## src/rtl/piano_pkg.sv

```systemverilog
// Shared definitions for the PS/2 piano voice path.
// Contents:
//   - arb_state_e     : voice arbiter FSM states
//   - SC_*            : PS/2 set-2 make codes of the note keys
//   - CLK_HZ          : system clock rate the half-period table is built for
//   - HP_*            : half-period counts for the tone divider
//   - halfPeriodFor() : scan code -> half-period count, 0 when the key has no note
package piano_pkg;

    localparam int unsigned CLK_HZ = 50_000_000;

    typedef enum logic [1:0] {
        ST_IDLE    = 2'd0,
        ST_LOOKUP  = 2'd1,
        ST_EDIT    = 2'd2,
        ST_PUBLISH = 2'd3
    } arb_state_e;

    localparam logic [7:0] SC_A = 8'h1C;
    localparam logic [7:0] SC_S = 8'h1B;
    localparam logic [7:0] SC_D = 8'h23;
    localparam logic [7:0] SC_F = 8'h2B;
    localparam logic [7:0] SC_G = 8'h34;

    // CLK_HZ / (2 * f_note), rounded to the nearest count
    localparam int unsigned HP_C4 = 95556;
    localparam int unsigned HP_D4 = 85131;
    localparam int unsigned HP_E4 = 75843;
    localparam int unsigned HP_F4 = 71586;
    localparam int unsigned HP_G4 = 63776;

    function automatic int unsigned halfPeriodFor(input logic [7:0] code);
        int unsigned hp;
        case (code)
            SC_A:    hp = HP_C4;
            SC_S:    hp = HP_D4;
            SC_D:    hp = HP_E4;
            SC_F:    hp = HP_F4;
            SC_G:    hp = HP_G4;
            default: hp = 0;
        endcase
        return hp;
    endfunction

endpackage

```

## src/rtl/note_period_rom.sv

```systemverilog
// Scan code to half-period lookup with a registered output.
// Ports:
//   clk      in   1   system clock
//   rst_n    in   1   asynchronous active-low reset
//   code_i   in   8   PS/2 make code
//   period_o out  PW  half-period count one cycle after code_i, 0 = unmapped key
module note_period_rom
    import piano_pkg::*;
#(
    parameter int PW = 26
) (
    input  logic          clk,
    input  logic          rst_n,
    input  logic [7:0]    code_i,
    output logic [PW-1:0] period_o
);

    logic [PW-1:0] period_q;

    always_ff @(posedge clk or negedge rst_n) begin
        if (!rst_n) begin
            period_q <= '0;
        end else begin
            period_q <= PW'(halfPeriodFor(code_i));
        end
    end

    assign period_o = period_q;

endmodule

```

## src/rtl/note_voice_arbiter.sv

```systemverilog
// Last-note-priority voice arbiter between the PS/2 receiver and the tone divider.
// Held keys live in a small stack (slot 0 = newest); the top slot drives the tone.
// Ports:
//   clkB        in   1   system clock
//   rst_n       in   1   asynchronous active-low reset
//   key_valid   in   1   key event strobe
//   key_code    in   8   make code of the event
//   key_break   in   1   1 = release, 0 = press
//   key_ready   out  1   high while idle; events are dropped otherwise
//   half_period out  PW  tone divider compare value
//   tone_en     out  1   tone divider enable
//   period_load out  1   pulse when half_period or tone_en changes
//   held_count  out  4   occupied stack slots
module note_voice_arbiter
    import piano_pkg::*;
#(
    parameter int DEPTH       = 4,
    parameter int PW          = 26,
    parameter int RELEASE_CYC = 2500000
) (
    input  logic          clkB,
    input  logic          rst_n,
    input  logic          key_valid,
    input  logic [7:0]    key_code,
    input  logic          key_break,
    output logic          key_ready,
    output logic [PW-1:0] half_period,
    output logic          tone_en,
    output logic          period_load,
    output logic [3:0]    held_count
);

    localparam int IW = $clog2(DEPTH);
    localparam int RW = $clog2(RELEASE_CYC + 1);

    arb_state_e       state_q, state_d;
    logic [7:0]       evCode_q;
    logic             evBreak_q;
    logic             matchHit_q, matchHit_d;
    logic [IW-1:0]    matchIdx_q, matchIdx_d;
    logic [7:0]       slotCode_q [DEPTH];
    logic [7:0]       slotCode_d [DEPTH];
    logic [PW-1:0]    slotPer_q [DEPTH];
    logic [PW-1:0]    slotPer_d [DEPTH];
    logic [DEPTH-1:0] slotVld_q, slotVld_d;
    logic [PW-1:0]    halfPeriod_q, halfPeriod_d;
    logic             toneEn_q, toneEn_d;
    logic             periodLoad_q, periodLoad_d;
    logic [RW-1:0]    relCnt_q, relCnt_d;
    logic [PW-1:0]    romPeriod;
    logic             accept;
    int               removeIdx;

    note_period_rom #(.PW(PW)) uRom (
        .clk      (clkB),
        .rst_n    (rst_n),
        .code_i   (evCode_q),
        .period_o (romPeriod)
    );

    assign key_ready = (state_q == ST_IDLE);
    assign accept    = key_valid && key_ready;

    always_ff @(posedge clkB or negedge rst_n) begin
        if (!rst_n) begin
            state_q <= ST_IDLE;
        end else begin
            state_q <= state_d;
        end
    end

    // One event walks IDLE -> LOOKUP -> EDIT -> PUBLISH; no queueing of strobes.
    always_comb begin
        state_d = state_q;
        case (state_q)
            ST_IDLE:    if (key_valid) state_d = ST_LOOKUP;
            ST_LOOKUP:  state_d = ST_EDIT;
            ST_EDIT:    state_d = ST_PUBLISH;
            ST_PUBLISH: state_d = ST_IDLE;
            default:    state_d = ST_IDLE;
        endcase
    end

    // Codes in the stack are unique, so at most one slot can match.
    always_comb begin
        matchHit_d = 1'b0;
        matchIdx_d = '0;
        for (int i = 0; i < DEPTH; i++) begin
            if (slotVld_q[i] && (slotCode_q[i] == evCode_q)) begin
                matchHit_d = 1'b1;
                matchIdx_d = IW'(i);
            end
        end
    end

    // A press vacates the matching slot (or the bottom one when the code is new),
    // slides everything above it down and writes the new entry on top. A release
    // of a held code slides everything below the match up to close the gap.
    always_comb begin
        slotCode_d = slotCode_q;
        slotPer_d  = slotPer_q;
        slotVld_d  = slotVld_q;
        removeIdx  = matchHit_q ? int'(matchIdx_q) : DEPTH - 1;
        if ((state_q == ST_EDIT) && (romPeriod != '0)) begin
            if (!evBreak_q) begin
                for (int i = 1; i < DEPTH; i++) begin
                    if (i <= removeIdx) begin
                        slotCode_d[i] = slotCode_q[i-1];
                        slotPer_d[i]  = slotPer_q[i-1];
                        slotVld_d[i]  = slotVld_q[i-1];
                    end
                end
                slotCode_d[0] = evCode_q;
                slotPer_d[0]  = romPeriod;
                slotVld_d[0]  = 1'b1;
            end else if (matchHit_q) begin
                for (int i = 0; i < DEPTH - 1; i++) begin
                    if (i >= removeIdx) begin
                        slotCode_d[i] = slotCode_q[i+1];
                        slotPer_d[i]  = slotPer_q[i+1];
                        slotVld_d[i]  = slotVld_q[i+1];
                    end
                end
                slotCode_d[DEPTH-1] = '0;
                slotPer_d[DEPTH-1]  = '0;
                slotVld_d[DEPTH-1]  = 1'b0;
            end
        end
    end

    // Outputs are computed from the edited stack so they appear together with the
    // new held_count. The EDIT branches win over the countdown, which is what lets
    // a press arriving late in the release window keep the tone running.
    always_comb begin
        halfPeriod_d = halfPeriod_q;
        toneEn_d     = toneEn_q;
        periodLoad_d = 1'b0;
        relCnt_d     = relCnt_q;
        if ((state_q == ST_EDIT) && slotVld_d[0]) begin
            halfPeriod_d = slotPer_d[0];
            toneEn_d     = 1'b1;
            relCnt_d     = '0;
            periodLoad_d = (slotPer_d[0] != halfPeriod_q) || !toneEn_q;
        end else if ((state_q == ST_EDIT) && slotVld_q[0]) begin
            relCnt_d = RW'(RELEASE_CYC);
        end else if ((relCnt_q != '0) && !slotVld_q[0]) begin
            relCnt_d = relCnt_q - RW'(1);
            if (relCnt_q == RW'(1)) begin
                toneEn_d     = 1'b0;
                periodLoad_d = 1'b1;
            end
        end
    end

    always_ff @(posedge clkB or negedge rst_n) begin
        if (!rst_n) begin
            evCode_q     <= '0;
            evBreak_q    <= 1'b0;
            matchHit_q   <= 1'b0;
            matchIdx_q   <= '0;
            slotVld_q    <= '0;
            halfPeriod_q <= '0;
            toneEn_q     <= 1'b0;
            periodLoad_q <= 1'b0;
            relCnt_q     <= '0;
            for (int i = 0; i < DEPTH; i++) begin
                slotCode_q[i] <= '0;
                slotPer_q[i]  <= '0;
            end
        end else begin
            if (accept) begin
                evCode_q  <= key_code;
                evBreak_q <= key_break;
            end
            if (state_q == ST_LOOKUP) begin
                matchHit_q <= matchHit_d;
                matchIdx_q <= matchIdx_d;
            end
            slotCode_q   <= slotCode_d;
            slotPer_q    <= slotPer_d;
            slotVld_q    <= slotVld_d;
            halfPeriod_q <= halfPeriod_d;
            toneEn_q     <= toneEn_d;
            periodLoad_q <= periodLoad_d;
            relCnt_q     <= relCnt_d;
        end
    end

    always_comb begin
        held_count = '0;
        for (int i = 0; i < DEPTH; i++) begin
            held_count = held_count + 4'(slotVld_q[i]);
        end
    end

    assign half_period = halfPeriod_q;
    assign tone_en     = toneEn_q;
    assign period_load = periodLoad_q;

endmodule

```

## config.mk

```make
export PLATFORM = sky130hd
export DESIGN_NAME = note_voice_arbiter
export DESIGN_NICKNAME = d
export VERILOG_FILES = /design/src/rtl/piano_pkg.sv /design/src/rtl/note_period_rom.sv /design/src/rtl/note_voice_arbiter.sv
export SDC_FILE = /design/constraint.sdc
export NUM_CORES = 1
export LEC_CHECK = 0
export ABC_AREA = 1
export CAP_MARGIN = 30
export CORE_UTILIZATION = 45
export CTS_CLUSTER_DIAMETER = 50
export CTS_CLUSTER_SIZE = 16
export DETAILED_ROUTE_END_ITERATION = 8
export PLACE_DENSITY = 0.64
export SYNTH_ARGS = -nofsm -noshare
export SYNTH_HDL_FRONTEND = slang
export SYNTH_HIERARCHICAL = 1
export SYNTH_SLANG_ARGS = --single-unit
```

## constraint.sdc

```tcl
create_clock -name clkB -period 2.82 [get_ports clkB]
set_clock_uncertainty 0.1 [all_clocks]
set_input_delay 0.564 -clock clkB [delete_from_list [all_inputs] [get_ports clkB]]
set_output_delay 0.564 -clock clkB [all_outputs]
set_load 0.1 [all_outputs]
```

Word level (Yosys, flattened, before mapping)
Cells that the tools add are included.
Widths: inputs -> output; s select.
- register bits: 221
- latch bits: 0
- memory bits (writable): 0
- ROM bits: 0
- input bits: 12
- logic and storage cells: 126
- memories kept: 0
- add/sub/neg operators: 4
- $mul: 0
- divide/modulo/power cells: 0
- magnitude comparators: 6
- equal/unequal tests: 20
- shift-type cells: 0
- mux-type cells: 48
- bitwise logic cells: 0
- reductions and logical operators: 26
- operators by type and width (operator ; count):
    $mux 104 ; 3
    $mux 26 ; 6
    $pmux 17 s5 ; 1
    $mux 22 ; 3
    $mux 32 ; 2
    $mux 8 ; 6
    $eq 8x8->1 ; 4
    $ne 26x26->1 ; 1
    $reduce_bool 26->1 ; 1
    $eq 8x6->1 const B ; 3
    $eq 22x1->1 const B ; 1
    $reduce_bool 22->1 ; 1
    $sub 22x1->22 const B ; 1
    $mux 1 ; 20
    $eq 8x5->1 const B ; 2
    $reduce_bool 2->1 ; 5
    $logic_and 1x1->1 ; 9
    $reduce_and 3->1 ; 3
    $mux 2 ; 4
    $mux 4 ; 2
    $ne 2x1->1 const B ; 4
    $pmux 2 s4 ; 1
    $reduce_and 4->1 ; 2
    $add 3x1->4 ; 1
    13 further kinds ; 18

Logic depth before layout (Yosys ltp)
- word-level depth: 9
- gate-level depth with buffers: 19

By module
Netlist, hierarchy kept.
- by module, submodules not included (module ; instances ; cells each ; area each (um^2)):
    note_voice_arbiter ; 1 ; 1490 ; 11016.8
    note_period_rom ; 1 ; 78 ; 698.2

Worst setup path before layout
OpenSTA, ideal clock, no wires.
- kind: register -> output
- start: register slotVld_q[0]
- end: output held_count[1]
- arrival time: 2.035 ns
- data required time: 2.156 ns
- path slack: 0.121 ns
- cell stages (with the launch flop): 6
- cell sequence: dfrtp_1 > inv_1 > fa_1 > inv_1 > ha_1 > ha_1
- word-level cells in the longest chain between the ends: 3
- ends and longest elaborated chain (item ; RTL line ; source):
    start, declared ; note_voice_arbiter.sv:45 ; logic [DEPTH-1:0] slotVld_q, slotVld_d;
    start signal, assigned ; note_voice_arbiter.sv:181 ; slotVld_q <= slotVld_d;
    $add 1x1->2 ; note_voice_arbiter.sv:192 ; held_count = held_count + 4'(slotVld_q[i]);
    $add 2x1->3 ; note_voice_arbiter.sv:192 ;
    $add 3x1->4 ; note_voice_arbiter.sv:192 ;
    end, declared ; note_voice_arbiter.sv:30 ; output logic [3:0] held_count
No other way between the ends.

Worst setup path after layout
Same ends and word-level chain as after synthesis.

==> run metrics <==
run status finished, final reports clean; area growth from synthesis to layout 14.46%; Crit path arrival time 2150 ps; Nets 1616; minimum hold slack 411.7 ps; Vert. Die Dim 163.4 µm; cells taking the most area after synthesis sky130_fd_sc_hd__dfrtp_1 47%, sky130_fd_sc_hd__nand2_1 14%, sky130_fd_sc_hd__o21ai_0 7.1%; maximum net fanout on the critical path 2; Detail Placement HPWL 21.07 mm; RSZ-0062 raised after global routing true; total wire length 31.08 mm; number of violations of the max-capacitance limit 0; mean instance size in the synthesized netlist 7.471 µm²; part of the cycle the worst path needs 99.89%; final non-filler cell total 1945; top achievable clock speed 355.0 MHz; clock insertion delay at the later pin of the skew report 540 ps; Worst Hold Class flip-flop to flip-flop; clock-pin slew on the worst setup and hold paths 70 ps; detail-routed via count per cell 5.234; commonest register cell after synthesis sky130_fd_sc_hd__dfrtp_1; power per cell area 1328 mW/mm²; gpl congestion 0.8641; pin slew with the least headroom to its limit 829.5 ps; Iter 0 DRT Violations 785; Util after Layout 52.94%; starting density of the core 46.26%; YS warnings 6; DIE AREA 0.02668 mm²; number of antenna repair diodes 0; sort of element at the end of the critical path output port; kind of launch point of the worst setup path flip-flop; share of synthesized registers carrying an async set or reset 100.0%; die width 163.4 µm; total of flip-flops plus latches after synthesis 219; maximum number of pins on one net before global-route repair 99; Finish-stage setup viols 0; number of global-route vias before repair 9881; Port-buffer cells 43; num ports 45; number of failing hold endpoints at the final stage 0; Filler cells 2415; endpoint required time on the critical path 2160 ps; post-DR wirelength/cell 15.98 µm; summed negative setup slack over all endpoints 0 ps; Inst Count DP 1892; layout cells sized above 1 9.598%; share of Yosys cell area claimed by the top area cell type 46.78%; max-slew violation count 0; wire length of the first global-routing pass 51.43 mm; sinks on the clock net 219; TritonCTS clock tree yes; Core Rows 58; library cell occupying the most area in the post-synthesis netlist sky130_fd_sc_hd__dfrtp_1; leakage power figure 0.006732 µW; global-route total usage across every layer 24.19%; Gate Count Post-Synth 1568; Residual DRC 0; critical path class flip-flop to output port; synth cell count leaders 444 x sky130_fd_sc_hd__nand2_1, 219 x sky130_fd_sc_hd__dfrtp_1, 212 x sky130_fd_sc_hd__inv_1; count of nets left with antenna violations after detail routing 0; peak supply drop 0.8418 mV; Clock Root Buffer sky130_fd_sc_hd__clkbuf_16; final worst path period need 2817 ps; Max-slew headroom 43.27%; count of flip-flops with a built-in enable after synthesis 0; total iterations of the first detailed-routing run 5; Synth cell types 46; mapped cell area 0.01171 mm²; core outline area 0.02533 mm²; CTS H-Tree Depth 1; sequential element share of the synthesized area 46.78%; total clock buffers created by CTS 26; most used standard cell by instance count after synthesis sky130_fd_sc_hd__nand2_1; maximum buffer depth of the clock tree 3; number of antenna violations at the first check in global routing 0; vias 10181; global-route congestion overflow total 0
state kept, by name, summed over array words and instances (netlist names):
signal	flops
relCnt_q	22
period_load	1
slotCode_q	32
uRom/period_o	15
evBreak_q	1
tone_en	1
slotVld_q	4
evCode_q	8
matchIdx_q	2
slotPer_q	104
half_period	26
matchHit_q	1
state_q	2
final cells by class:
cell class / count / area (µm²) / share of cell area, %
clock buffer: 31 / 700.7 / 5.225
inverter: 220 / 825.8 / 6.158
clock inverter: 17 / 206.4 / 1.540
sequential: 219 / 5484 / 40.90
multi-input combinational: 1048 / 5019 / 37.43
tap: 330 / 412.9 / 3.079
timing repair buffer: 80 / 760.7 / 5.673
kinds of logic (layout without fill, tap and decap cells):
kind of cell	after synthesis	count (layout)	synth area share, %
adder cells (fa/ha/maj)	9	9	1.025
buffers and inverters	310	348	10.95
AO/OA/AOI/OAI	260	260	12.18
other	2	11	0.06411
flip-flops	219	219	46.78
XOR/XNOR	23	23	1.720
AND/OR/NAND/NOR	744	744	27.19
multiplexers	1	1	0.09612
worst paths after layout:
kind | depth (start not counted) | end | start | slack (ps)
setup / recovery | 6 | held_count[1] | slotVld_q[0] | 3
hold / removal | 2 | slotPer_q[47] | slotPer_q[47] | 410
setup reg to reg | 17 | period_load | uRom/period_o[12] | 340
hold reg to reg | 2 | slotPer_q[47] | slotPer_q[47] | 410
max in group asynchronous | 3 | relCnt_q[16] | rst_n | 1420
min in group asynchronous | 2 | relCnt_q[14] | rst_n | 460
through the flow:
step | worst slack, ps | cell area, µm² | total power, µW
floorplan | 120.5 | 11750 | 11760
global route | -63.47 | 13410 | 19120
detailed placement | 323.2 | 12440 | 14180
finish | 3.221 | 13410 | 17810
CTS | -41.62 | 13400 | 17860
global placement | 364.1 | 12430 | 14030
layer usage:
layer  wire, µm  vias to the layer above  track usage, %  part of all wire [%]
li1           -                     5048               -                     -
met1      14450                     4842           34.01                    47
met2      14490                      252           39.25                    47
met3       1423                       39           2.869                   4.6
met4        711                        0           6.627                   2.3
met5          0                        -               0                     0
layout by cell type (no fill, tap or decap), types with 4 or more instances in the layout:
cell type                         count
sky130_fd_sc_hd__buf_12              10
sky130_fd_sc_hd__o21ai_1             12
sky130_fd_sc_hd__conb_1              11
sky130_fd_sc_hd__nand4_1              7
sky130_fd_sc_hd__buf_4               58
sky130_fd_sc_hd__xnor2_1              7
sky130_fd_sc_hd__o21ai_0            166
sky130_fd_sc_hd__nor3_1               8
sky130_fd_sc_hd__nor4_1               4
sky130_fd_sc_hd__o211ai_1            11
sky130_fd_sc_hd__nor2_1              85
sky130_fd_sc_hd__nor2_2               5
sky130_fd_sc_hd__xor2_1              16
sky130_fd_sc_hd__nand3_1            153
sky130_fd_sc_hd__clkdlybuf4s50_1     10
sky130_fd_sc_hd__clkbuf_16           27
sky130_fd_sc_hd__or2_2                6
sky130_fd_sc_hd__ha_1                 6
sky130_fd_sc_hd__inv_1              208
sky130_fd_sc_hd__inv_2               11
sky130_fd_sc_hd__a21oi_1             17
sky130_fd_sc_hd__nand2_1            444
sky130_fd_sc_hd__nand2_2              4
sky130_fd_sc_hd__dfrtp_1            218
sky130_fd_sc_hd__o22ai_1             41
sky130_fd_sc_hd__nand3b_1            19
critical path: stages (launching register included):
cell and delay [ps]:
sky130_fd_sc_hd__dfrtp_1 380, sky130_fd_sc_hd__inv_2 60, sky130_fd_sc_hd__fa_1 540, sky130_fd_sc_hd__inv_2 50, sky130_fd_sc_hd__ha_4 150, sky130_fd_sc_hd__ha_4 260, sky130_fd_sc_hd__buf_12 160
timing repair:
| action | in CTS | in global routing |
|---|---|---|
| buffers inserted | 4 | 0 |
| endpoints found under the setup margin | 3 | 1 |
| hold buffers | 1 | 0 |
| resized for setup | 4 | 2 |
| hold endpoints to repair | 55 | 0 |
| pin swaps | 2 | 0 |
power breakdown:
part	internal (µW)	switching, µW	leakage [µW]	total [µW]
registers	4380	990	0.00278	5370
logic	2610	6300	0.00351	8900
clock network	2090	1450	0.000442	3540
No activity file was read; power rests on OpenSTA's default activity.
